--- src/rtl/cic_ctrl_pkg.sv ---
// Shared types and constants for the CIC decimator sequencing controller.
package cic_ctrl_pkg;

    localparam int unsigned R_MAX_DEF = 16;
    localparam int unsigned R_DEF_DEF = 4;

    typedef enum logic [1:0] {
        ST_IDLE   = 2'd0,
        ST_WARMUP = 2'd1,
        ST_RUN    = 2'd2
    } state_e;

    // Width needed to hold a ratio in 0..rmax
    function automatic int unsigned wr_of(input int unsigned rmax);
        return $clog2(rmax + 1);
    endfunction

endpackage

--- src/rtl/cic_val_delay.sv ---
// Fixed-depth valid+tag shift register; the tag rides alongside its valid.
module cic_val_delay #(
    parameter int unsigned D  = 1,
    parameter int unsigned TW = 1
) (
    input  logic          clk,
    input  logic          rst_n,
    input  logic          vld_in,
    input  logic [TW-1:0] tag_in,
    output logic          vld_out,
    output logic [TW-1:0] tag_out
);

    logic [D-1:0]         vld_sr;
    logic [D-1:0][TW-1:0] tag_sr;

    always_ff @(posedge clk or negedge rst_n) begin
        if (!rst_n) begin
            vld_sr <= '0;
            tag_sr <= '0;
        end else begin
            vld_sr[0] <= vld_in;
            tag_sr[0] <= tag_in;
            for (int unsigned i = 1; i < D; i++) begin
                vld_sr[i] <= vld_sr[i-1];
                tag_sr[i] <= tag_sr[i-1];
            end
        end
    end

    assign vld_out = vld_sr[D-1];
    assign tag_out = tag_sr[D-1];

endmodule

--- src/rtl/cic_dec_ctrl.sv ---
// CIC decimator sequencing controller: phase counting, decimation strobe,
// warm-up masking and boundary-aligned ratio reconfiguration (CIC_WARMUP_MASK_EN).
module cic_dec_ctrl
    import cic_ctrl_pkg::*;
#(
    parameter int unsigned R_MAX   = R_MAX_DEF,
    parameter int unsigned R_DEF   = R_DEF_DEF,
    parameter int unsigned Ncomb   = 3,
    parameter int unsigned LAT_INT = 3
) (
    input  logic                    clk,
    input  logic                    ic_rst,
    input  logic                    ic_val_data,
    input  logic                    ic_cfg_load,
    input  logic [wr_of(R_MAX)-1:0] id_cfg_r,
    output logic                    oc_cfg_ack,
    output logic                    oc_cfg_err,
    output logic                    oc_int_en,
    output logic                    oc_dec_strobe,
    output logic                    oc_val_data,
    output logic [wr_of(R_MAX)-1:0] od_phase,
    output logic [1:0]              od_state
);

    localparam int unsigned WR = wr_of(R_MAX);
`ifdef CIC_WARMUP_MASK_EN
    localparam int unsigned CW = $clog2(Ncomb + 1);
    logic [CW-1:0] warm_q, warm_d;
`endif

    state_e        state_q, state_d;
    logic [WR-1:0] r_q, r_d;
    logic [WR-1:0] phase_q, phase_d;
    logic [WR-1:0] pend_r_q, pend_r_d;
    logic          pend_q, pend_d;
    logic          ack_q, ack_d;
    logic          err_q, err_d;

    logic          v_int;
    logic          int_tag_unused;
    logic          v_comb;
    logic          comb_mask;
    logic          strobe_mask;
    logic          cfg_ok;
    logic          apply;
    logic [WR-1:0] req_r;

    assign oc_int_en = ic_val_data;

    cic_val_delay #(
        .D  (LAT_INT),
        .TW (1)
    ) u_int_dly (
        .clk     (clk),
        .rst_n   (ic_rst),
        .vld_in  (ic_val_data),
        .tag_in  (1'b0),
        .vld_out (v_int),
        .tag_out (int_tag_unused)
    );

    assign oc_dec_strobe = v_int && (phase_q == r_q - WR'(1));

    // Mask decision is frozen at strobe time and travels with the valid
`ifdef CIC_WARMUP_MASK_EN
    assign strobe_mask = (state_q != ST_RUN);
`else
    assign strobe_mask = 1'b0;
`endif

    cic_val_delay #(
        .D  (Ncomb),
        .TW (1)
    ) u_comb_dly (
        .clk     (clk),
        .rst_n   (ic_rst),
        .vld_in  (oc_dec_strobe),
        .tag_in  (strobe_mask),
        .vld_out (v_comb),
        .tag_out (comb_mask)
    );

    assign oc_val_data = v_comb && !comb_mask;

    assign cfg_ok = ic_cfg_load && (id_cfg_r != '0) && (id_cfg_r <= WR'(R_MAX));
    assign req_r  = cfg_ok ? id_cfg_r : pend_r_q;
    assign apply  = (cfg_ok || pend_q) && ((state_q == ST_IDLE) || oc_dec_strobe);

    always_comb begin
        state_d  = state_q;
        r_d      = r_q;
        phase_d  = phase_q;
        pend_d   = pend_q;
        pend_r_d = pend_r_q;
        ack_d    = 1'b0;
        err_d    = ic_cfg_load && !cfg_ok;
`ifdef CIC_WARMUP_MASK_EN
        warm_d   = warm_q;
`endif

        if (cfg_ok) begin
            pend_d   = 1'b1;
            pend_r_d = id_cfg_r;
        end

        if (v_int) begin
            phase_d = oc_dec_strobe ? '0 : phase_q + WR'(1);
        end

        case (state_q)
            ST_IDLE: begin
                if (v_int) begin
`ifdef CIC_WARMUP_MASK_EN
                    warm_d  = CW'(oc_dec_strobe);
                    state_d = (warm_d == CW'(Ncomb)) ? ST_RUN : ST_WARMUP;
`else
                    state_d = ST_RUN;
`endif
                end
            end
            ST_WARMUP: begin
`ifdef CIC_WARMUP_MASK_EN
                if (oc_dec_strobe) begin
                    warm_d = warm_q + CW'(1);
                    if (warm_d == CW'(Ncomb)) begin
                        state_d = ST_RUN;
                    end
                end
`else
                state_d = ST_RUN;
`endif
            end
            ST_RUN: begin
                state_d = ST_RUN;
            end
            default: begin
                state_d = ST_IDLE;
            end
        endcase

        // New ratio takes effect after the current strobe; phase restarts
        if (apply) begin
            r_d     = req_r;
            phase_d = '0;
            pend_d  = 1'b0;
            ack_d   = 1'b1;
`ifdef CIC_WARMUP_MASK_EN
            if (state_q != ST_IDLE) begin
                state_d = ST_WARMUP;
                warm_d  = '0;
            end
`endif
        end
    end

    always_ff @(posedge clk or negedge ic_rst) begin
        if (!ic_rst) begin
            state_q  <= ST_IDLE;
            r_q      <= WR'(R_DEF);
            phase_q  <= '0;
            pend_q   <= 1'b0;
            pend_r_q <= '0;
            ack_q    <= 1'b0;
            err_q    <= 1'b0;
`ifdef CIC_WARMUP_MASK_EN
            warm_q   <= '0;
`endif
        end else begin
            state_q  <= state_d;
            r_q      <= r_d;
            phase_q  <= phase_d;
            pend_q   <= pend_d;
            pend_r_q <= pend_r_d;
            ack_q    <= ack_d;
            err_q    <= err_d;
`ifdef CIC_WARMUP_MASK_EN
            warm_q   <= warm_d;
`endif
        end
    end

    assign oc_cfg_ack = ack_q;
    assign oc_cfg_err = err_q;
    assign od_phase   = phase_q;
    assign od_state   = state_q;

endmodule

--- config.mk ---
export PLATFORM = sky130hd
export DESIGN_NAME = cic_dec_ctrl
export DESIGN_NICKNAME = d
export VERILOG_FILES = /design/src/rtl/cic_ctrl_pkg.sv /design/src/rtl/cic_val_delay.sv /design/src/rtl/cic_dec_ctrl.sv
export SDC_FILE = /design/constraint.sdc
export NUM_CORES = 1
export LEC_CHECK = 0
export CORE_MARGIN = 2
export CORE_UTILIZATION = 53
export CTS_BUF_LIST = sky130_fd_sc_hd__clkbuf_8
export DETAILED_ROUTE_END_ITERATION = 8
export MAX_ROUTING_LAYER = met4
export PLACE_DENSITY = 0.81
export SLEW_MARGIN = 20
export SYNTH_ARGS = -nofsm -noshare
export SYNTH_HDL_FRONTEND = slang
export SYNTH_SLANG_ARGS = --single-unit
--- constraint.sdc ---
create_clock -name clk -period 2.8 [get_ports clk]
set_input_delay 0.42 -clock clk [delete_from_list [all_inputs] [get_ports clk]]
set_output_delay 0.42 -clock clk [all_outputs]
set_load 0.01 [all_outputs]
* After elaboration in Yosys (flattened, before gate mapping)
Cells that the tools add are included.
** Cells by class
- Muxes and demuxes :: 9
- Reduce and logical (&&, ||, !) cells :: 13
- Equal/unequal tests :: 4
- Order comparisons :: 1
- Add/sub/neg operators :: 2
** Operators with widths (count)
- 5-bit 2-to-1 mux :: 4
- 5-bit by 1-bit adder with 5-bit output (second input constant) :: 1
- 5-bit equality test :: 1
- 5-bit less-or-equal comparator (second input constant) :: 1
- 1-bit logical AND :: 5
- 5-bit nonzero test :: 1
- 5-bit by 1-bit subtractor with 5-bit output (second input constant) :: 1
- 2-bit one-hot mux with 2 select lines :: 1
- 2-bit nonzero test :: 2
- 1-bit 2-to-1 mux :: 3
- 2-bit by 1-bit equality test with 1-bit output (second input constant) :: 1
- 2-bit equality test (second input constant) :: 1
- 2-bit logical NOT :: 1
- 1-bit logical OR :: 2
- 2-bit 2-to-1 mux :: 1
- 2-bit by 1-bit inequality test with 1-bit output (second input constant) :: 1
- 2-bit OR reduction :: 1
- 1-bit logical NOT :: 1
** Storage, ports and cells
- Output and inout bits :: 12
- Flip-flop bits (word level) :: 26
- Logic and storage cells :: 38
- Input bits :: 9

* Longest topological paths before layout
- Word-level depth :: 6
- Gate-level depth with buffers :: 8
- Gate-level depth less buffers :: 7

* Cells and area by module
A second synthesis with hierarchy kept.
** Second synthesis, totals
- Cell total of the unflattened synthesis :: 102
- Area total of the unflattened synthesis :: 1310.0 um^2
** By module, submodules not included
- cic_dec_ctrl :: area each 1009.7 um^2, cells each 90, seq. area each 476.7 um^2, times used 1
- cic_val_delay :: area each 150.1 um^2, cells each 6, seq. area each 150.1 um^2, times used 2

* Worst setup path after synthesis
Ideal clock, no wire load.
- Kind :: input-to-reg
- From :: in id_cfg_r[3]
- To :: reg r_q[0]
- Data arrival time :: 1873 ps
- Buffers on the path :: 1
- Data required time :: 2675 ps
- Setup time :: 125 ps
- Stages :: 6
- Slack :: 801 ps
- Cells stage by stage :: nor4_4 -> mux2i_2 -> or2_0 -> and3_1 -> buf_6 -> mux2_4
** On the way
- Word-level cells in the longest chain between the ends :: 5
- Elaborated cells between the ends (all ways) :: 7
- Those cells by class :: 1 x order compare; 1 x mux; 5 x reduce/logical
** Ends and longest elaborated chain
- start: declaration :: RTL line cic_dec_ctrl.sv:15 : input logic [wr_of(R_MAX)-1:0] id_cfg_r,
- branches (longest 2 deep; another with 5-bit less-or-equal comparator)
- 1-bit logical AND * :: RTL line cic_dec_ctrl.sv:85 : assign cfg_ok = ic_cfg_load && (id_cfg_r != '0) && (id_cfg_r <= WR'(R_MAX));
- 1-bit logical OR :: RTL line cic_dec_ctrl.sv:87 : assign apply = (cfg_ok || pend_q) && ((state_q == ST_IDLE) || oc_dec_strobe);
- 1-bit logical AND :: RTL line cic_dec_ctrl.sv:87
- end signal: assignment :: RTL line cic_dec_ctrl.sv:159 : r_q <= WR'(R_DEF);
- end signal: assignment :: RTL line cic_dec_ctrl.sv:170 : r_q <= r_d;
- end: declaration :: RTL line cic_dec_ctrl.sv:32 : logic [WR-1:0] r_q, r_d;
Every way passes the cells marked *.
A chain may end at the register's enable or synchronous reset.

* Worst setup path in the final report
- From :: reg r_q[0]
- To :: reg r_q[3]
** On the way
- Word-level cells in the longest chain between the ends :: 5
** Ends and longest elaborated chain
- 5-bit by 1-bit subtractor with 5-bit output :: RTL line cic_dec_ctrl.sv:62 : assign oc_dec_strobe = v_int && (phase_q == r_q - WR'(1));
- 5-bit equality test :: RTL line cic_dec_ctrl.sv:62
- 1-bit logical AND :: RTL line cic_dec_ctrl.sv:62
- 1-bit logical OR :: RTL line cic_dec_ctrl.sv:87
- 1-bit logical AND :: RTL line cic_dec_ctrl.sv:87
Every way passes these cells.

==> flow_results.xml <==
<?xml version="1.0" encoding="UTF-8"?>
<metrics>
  <group name="routing">
    <metric name="remaining_drc_errors" unit="">0</metric>
    <metric name="wl_per_cell" unit="um">15.4</metric>
    <metric name="vias_per_cell" unit="">5.28</metric>
    <metric name="totalWireLength" unit="um">2230</metric>
    <metric name="first_iter_violations" unit="">7</metric>
    <metric name="via_count_of_the_routed_design" unit="">766</metric>
    <metric name="drt_pass1_iterations" unit="">4</metric>
    <metric name="drt.antenna.violating_nets" unit="">0</metric>
  </group>
  <group name="floorplanning">
    <metric name="pin_count" unit="">21</metric>
    <metric name="floorplan.rows" unit="">16</metric>
    <metric name="floorplan.die.height" unit="um">50.7</metric>
    <metric name="core" unit="sq um">2000</metric>
    <metric name="die-width" unit="um">50.7</metric>
    <metric name="design.die.area" unit="sq um">2570</metric>
    <metric name="initial_core_util" unit="">0.576</metric>
  </group>
  <group name="setup_path">
    <metric name="criticalPathCategory" unit="">reg -&gt; reg</metric>
    <metric name="crit_start" unit="">r_q[0]</metric>
    <metric name="critPathLaunchType" unit="">register</metric>
    <metric name="crit_path_end_kind" unit="">register</metric>
    <metric name="worst_r2r_startpoint" unit="">r_q[0]</metric>
    <metric name="required" unit="ns">2.95</metric>
    <metric name="critical_path_peak_fanout" unit="">7</metric>
    <metric name="critPathArrivalTime" unit="ns">2.53</metric>
  </group>
  <group name="final_layout">
    <metric name="fraction_of_layout_cells_with_a_size_suffix_above_1" unit="">0.178</metric>
    <metric name="mostFrequentLayoutCells" unit="">sky130_fd_sc_hd__dfrtp_1 (24), sky130_fd_sc_hd__clkdlybuf4s50_1 (18), sky130_fd_sc_hd__nor3_1 (7)</metric>
    <metric name="insertedDiodeCount" unit="">0</metric>
    <metric name="fillCellCount" unit="">152</metric>
    <metric name="final_area" unit="sq um">1430</metric>
    <metric name="layout.cells.most_common" unit="">sky130_fd_sc_hd__dfrtp_1</metric>
    <metric name="area_growth_syn_to_layout" unit="%">23.5</metric>
    <metric name="final_nets" unit="">130</metric>
  </group>
  <group name="timing">
    <metric name="worst_slack" unit="ns">0.417</metric>
    <metric name="min_period" unit="ns">2.38</metric>
    <metric name="tightestPinTransition" unit="ns">0.529</metric>
    <metric name="skew" unit="ns">0.00239</metric>
    <metric name="post-route-period-util" unit="">0.851</metric>
    <metric name="max_freq" unit="MHz">420</metric>
    <metric name="setup_violations" unit="">0</metric>
    <metric name="worst_slew_margin_rel" unit="">0.643</metric>
    <metric name="hold_viol" unit="">0</metric>
    <metric name="grt_setup_unrepaired" unit="">false</metric>
    <metric name="timing.final.max_slew_violations" unit="">0</metric>
    <metric name="final.setup.tns" unit="ns">0</metric>
  </group>
  <group name="global_routing">
    <metric name="antenna_found_initial" unit="">0</metric>
    <metric name="grt_use_total" unit="">0.200</metric>
    <metric name="grt_max_degree" unit="">26</metric>
    <metric name="number_of_global_route_vias_before_repair" unit="">811</metric>
    <metric name="global_route.overflow_total" unit="">0</metric>
    <metric name="grt_pass1_wl" unit="um">3720</metric>
  </group>
  <group name="synthesis">
    <metric name="synth_seq_area_share" unit="">0.543</metric>
    <metric name="synth_seq_cells" unit="">25</metric>
    <metric name="post_synth_design_cell_area" unit="sq um">1150</metric>
    <metric name="synthDistinctLibCells" unit="">31</metric>
    <metric name="yosys_warnings" unit="">0</metric>
    <metric name="postSynthAreaPerCell" unit="sq um">12.1</metric>
    <metric name="syn_inst" unit="">95</metric>
    <metric name="nets_in_the_synthesized_netlist" unit="">106</metric>
  </group>
  <group name="min_path">
    <metric name="worstHoldPathType" unit="">reg -&gt; reg</metric>
    <metric name="min-delay-start" unit="">u_comb_dly.vld_sr[0]</metric>
  </group>
  <group name="power">
    <metric name="power.sequential.fraction" unit="">0.426</metric>
    <metric name="combinational_group_share_of_total_power" unit="">0.425</metric>
    <metric name="sw_frac_of_total" unit="">0.352</metric>
    <metric name="internal-power" unit="uW">885</metric>
    <metric name="power.ir.vdd_worst" unit="uV">624</metric>
    <metric name="power.static_leakage" unit="nW">0.645</metric>
    <metric name="power.share.clock" unit="">0.149</metric>
    <metric name="power-per-cell-area" unit="nW/um^2">958</metric>
    <metric name="power_switching" unit="uW">481</metric>
  </group>
  <group name="run_status">
    <metric name="outcome" unit="">finished clean</metric>
  </group>
  <group name="placed_design">
    <metric name="buffer_ports.inserted" unit="">19</metric>
    <metric name="detailed_place.area" unit="sq um">1370</metric>
    <metric name="dp_slack" unit="ns">0.266</metric>
    <metric name="gp_routability_congestion" unit="">0.867</metric>
    <metric name="detailed_place_hpwl" unit="um">1600</metric>
  </group>
  <group name="clock_network">
    <metric name="root_buffer" unit="">sky130_fd_sc_hd__clkbuf_8</metric>
    <metric name="cts_tree" unit="">done</metric>
    <metric name="holdBufCountCts" unit="">0</metric>
    <metric name="worst_skew_pair.late_latency" unit="ns">0.26</metric>
    <metric name="cts_sinks" unit="">25</metric>
    <metric name="tritoncts.num_buffers" unit="">3</metric>
    <metric name="clk_pin_slew" unit="ns">0.08</metric>
    <metric name="cts_max_path_buffers" unit="">2</metric>
    <metric name="cts-htree-levels" unit="">1</metric>
  </group>
  <group name="run">
    <metric name="maxCapViolations" unit="">0</metric>
  </group>
</metrics>
path summary, 6_finish.rpt:
| check | depth (start not counted) | to | slack, ns |
|---|---|---|---|
| worst max-delay path | 7 | r_q[3] | 0.42 |
| worst min-delay path | 0 | u_comb_dly.vld_sr[1] | 0.36 |
| worst max register to register | 7 | r_q[3] | 0.42 |
| worst min register to register | 0 | u_comb_dly.vld_sr[1] | 0.36 |
| max in group asynchronous | 2 | r_q[2] | 2.00 |
| min in group asynchronous | 2 | pend_r_q[1] | 0.51 |
area by class of cell:
type | instances | area, sq um | area share
clock buffer | 3 | 41.3 | 0.0290
tap | 27 | 33.8 | 0.0237
multi-input combinational | 62 | 482 | 0.338
clock inverter | 1 | 3.75 | 0.00263
sequential | 25 | 627 | 0.440
timing repair buffer | 23 | 223 | 0.156
inverter | 4 | 15.0 | 0.0105
metrics by stage:
step,hold slack (ns),cells,utilization,total power [mW]
2_1_floorplan,0.124,95,-,0.937
3_3_place_gp,0.333,140,0.684,1.12
3_5_place_dp,0.337,140,0.684,1.14
4_1_cts,0.356,145,0.711,1.37
5_1_grt,0.359,145,0.712,1.46
6_report,0.356,145,0.712,1.37
cells by family after synthesis:
logic type	share of synthesized area
compound gates	0.0629
xor+xnor	0.0683
fa+ha+maj	0.0217
buf+inv	0.0390
flops	0.543
mux	0.116
other cells	0.00325
simple gates	0.145
power by group through the flow:
| stage | clock network (mW) | logic, mW | registers, mW |
|---|---|---|---|
| final | 0.204 | 0.580 | 0.582 |
| after global routing | 0.222 | 0.638 | 0.596 |
| after CTS | 0.208 | 0.582 | 0.580 |
| after detailed placement | 0 | 0.552 | 0.590 |
| after global placement | 0 | 0.535 | 0.584 |
| after floorplan | 0 | 0.360 | 0.578 |
what timing repair did:
item	in CTS	in global routing
buffers inserted	1	0
resized for setup	0	1
endpoints found under the setup margin	1	1
synthesized netlist by cell type (all sizes together):
library cell	instances	area, sq um
dfstp	1	26.3
mux2i	1	13.8
o32ai	1	8.76
and3	1	6.26
nor4	1	21.3
xnor2	3	26.3
buf	3	26.3
o31a	1	8.76
o311ai	1	8.76
nand3	1	5.00
a31oi	1	6.26
clkbuf	1	3.75
nor3	7	35.0
xor2	6	52.6
nand2b	4	25.0
ha	2	25.0
dfrtp	24	601
conb	1	3.75
mux2	9	120
nand2	3	11.3
a21oi	4	20.0
or2	3	18.8
o21ai	2	10.0
inv	4	15.0
o211a	1	10.0
and2b	1	7.51
nand4	3	18.8
nor2	5	18.8
metal layers:
layer / global-route usage / part of all wire / vias up
li1: - / - / 369
met1: 0.246 / 0.46 / 382
met2: 0.340 / 0.51 / 13
met3: 0.0327 / 0.031 / 2
met4: 0.0586 / 0.0049 / 0
met5: - / 0 / -
worst max-delay path: stages (launching register included):
cell	delay, ns
sky130_fd_sc_hd__dfrtp_1	0.38
sky130_fd_sc_hd__inv_1	0.06
sky130_fd_sc_hd__ha_1	0.24
sky130_fd_sc_hd__nand2b_1	0.17
sky130_fd_sc_hd__o211a_1	0.14
sky130_fd_sc_hd__o311ai_0	0.47
sky130_fd_sc_hd__and3_1	0.48
sky130_fd_sc_hd__mux2_4	0.34
sequential cells by signal, summed over array words and instances (netlist names):
| signal | cells |
|---|---|
| oc_cfg_err | 1 |
| od_phase | 5 |
| od_state | 1 |
| u_comb_dly.vld_sr | 3 |
| oc_cfg_ack | 1 |
| u_int_dly.vld_sr | 3 |
| pend_r_q | 5 |
| r_q | 5 |
| pend_q | 1 |
(Power assumes the default switching activity.)
==> variant (same settings) <==
Make the reset (`ic_rst` and `rst_n`) synchronous in 2 clocked blocks.
--- a/src/rtl/cic_val_delay.sv
+++ b/src/rtl/cic_val_delay.sv
@@ -14,7 +14,7 @@
     logic [D-1:0]         vld_sr;
     logic [D-1:0][TW-1:0] tag_sr;
 
-    always_ff @(posedge clk or negedge rst_n) begin
+    always_ff @(posedge clk) begin
         if (!rst_n) begin
             vld_sr <= '0;
             tag_sr <= '0;
--- a/src/rtl/cic_dec_ctrl.sv
+++ b/src/rtl/cic_dec_ctrl.sv
@@ -153,7 +153,7 @@
         end
     end
 
-    always_ff @(posedge clk or negedge ic_rst) begin
+    always_ff @(posedge clk) begin
         if (!ic_rst) begin
             state_q  <= ST_IDLE;
             r_q      <= WR'(R_DEF);
Formal check against the unedited RTL: differs if ic_rst is asserted again (counterexample within 4 cycles, from zero or initial values and one cycle with ic_rst low); with ic_rst held inactive, the same outputs for 10 cycles.
==> variant against the original RTL <==
- cell area rose by 0.26%
- sequential cell count did not move
- clock skew rose by 0.0046 ns
- highest routed layer unchanged
- setup slack improved by 0.019 ns
- area after synthesis rose by 1.3%
- wire length rose by 1.6%
- first-iteration DRC count rose to 2.9 times the old value
Power is not compared: it rests on default switching activity, and its combinational part moved more than twofold at a synthesized area within 25%.
==> variant: results (changes against the original RTL) <==
status finished clean; final RePlAce weighted congestion 0.893 (+3.0%); Total Routed Length 2.26 mm (+1.6%); proportion of layout cells with a drive suffix above 1 0.0993 (-0.0787); wl on met1 985 um (-3.7%); sequential standard cell area 500 um2 (-20%); part of the cycle the worst path needs 0.844 (-0.00691); top cell family by delay on the critical path multiplexers; sum of met3 wire segment lengths after detailed routing 81 um (+19%); adder-cell share of the synthesized area 0.0214 (-0.000279); RR Endpoint od_phase[2]$_SDFFE_PP0P_; share of synthesized flip-flops with an asynchronous set or reset 0 (-1.00); M3 GR Usage 0.0468 (+0.0140); ranking of synthesized cells by instance count sky130_fd_sc_hd__dfxtp_1 (25), sky130_fd_sc_hd__nor2_1 (13), sky130_fd_sc_hd__and2_1 (8); Cell Pwr Density 470 mW/mm2; setup bufs post-CTS 0 (-1); Final nets 153 (+18%); WHS Path Cells 1 (+1); sequential cell area fraction in the yosys report 0.428 (-0.115); Crit Reg-Reg Startpoint r_q[0]$_SDFFE_PN0P_; xor and xnor area share after synthesis 0.0675 (-0.000878); Wirelength per Cell 13.5 um (-12%); M1 GR Usage 0.231 (-0.0150); crit path launch id_cfg_r[3]; last element of the critical path r_q[3]$_SDFFE_PN0P_; global-route wire length before repair 3.85 mm (+3.5%); Net Count, Synth 132 (+25%); drt first-iter violations 20 (+13); share of cell area taken by muxes after synthesis 0.111 (-0.00470); Non-clock buffers 21 (-8.7%); DP HPWL 1.75 mm (+10%); fraction of area in clock buffers and inverters 0.0315 (-0.0000829); commonest register cell after synthesis sky130_fd_sc_hd__dfxtp_1; largest net degree at the start of global routing 18 (-31%); post-route clock skew 0.00695 ns (+0.00456 ns); number of unique standard cell types used by synthesis 33 (+6.5%); post-route cell area 0.00143 mm2 (+0.26%); R2R depth 8 (+1); cells after synthesis 121 (+27%); worst reg-to-reg setup slack 0.77 ns (+0.35 ns); instance count after placement with tap cells included 164 (+17%); total routing resource utilization after global routing 0.209 (+0.00945); multi-input combinational gate total 83 (+34%); combined area of the multi-input logic cells 612 um2 (+27%); arrival time at the worst endpoint 2.52 ns (about the same); critical path fanouts, max 8 (+1); largest cells by area after synthesis sky130_fd_sc_hd__dfxtp_1 (43%), sky130_fd_sc_hd__mux2i_1 (6.0%), sky130_fd_sc_hd__xor2_1 (5.2%), sky130_fd_sc_hd__mux2_4 (5.1%), sky130_fd_sc_hd__and2_1 (4.3%); dpl ws 0.157 ns (-0.108 ns); GR Layer Usage met2 0.372 (+0.0324)
==> variant: how the worst min path moves through the flow <==
stage                               startpoint                              end  slack (ns)
2_1_floorplan  u_comb_dly.vld_sr[0]$_SDFF_PN0_  u_comb_dly.vld_sr[1]$_SDFF_PN0_        0.41
3_3_place_gp    u_int_dly.vld_sr[0]$_SDFF_PN0_   u_int_dly.vld_sr[1]$_SDFF_PN0_        0.41
3_5_place_dp   u_comb_dly.vld_sr[1]$_SDFF_PN0_  u_comb_dly.vld_sr[2]$_SDFF_PN0_        0.42
4_1_cts        u_comb_dly.vld_sr[1]$_SDFF_PN0_  u_comb_dly.vld_sr[2]$_SDFF_PN0_        0.44
5_1_grt         u_int_dly.vld_sr[0]$_SDFF_PN0_   u_int_dly.vld_sr[1]$_SDFF_PN0_        0.46
6_report       u_comb_dly.vld_sr[1]$_SDFF_PN0_  u_comb_dly.vld_sr[2]$_SDFF_PN0_        0.44
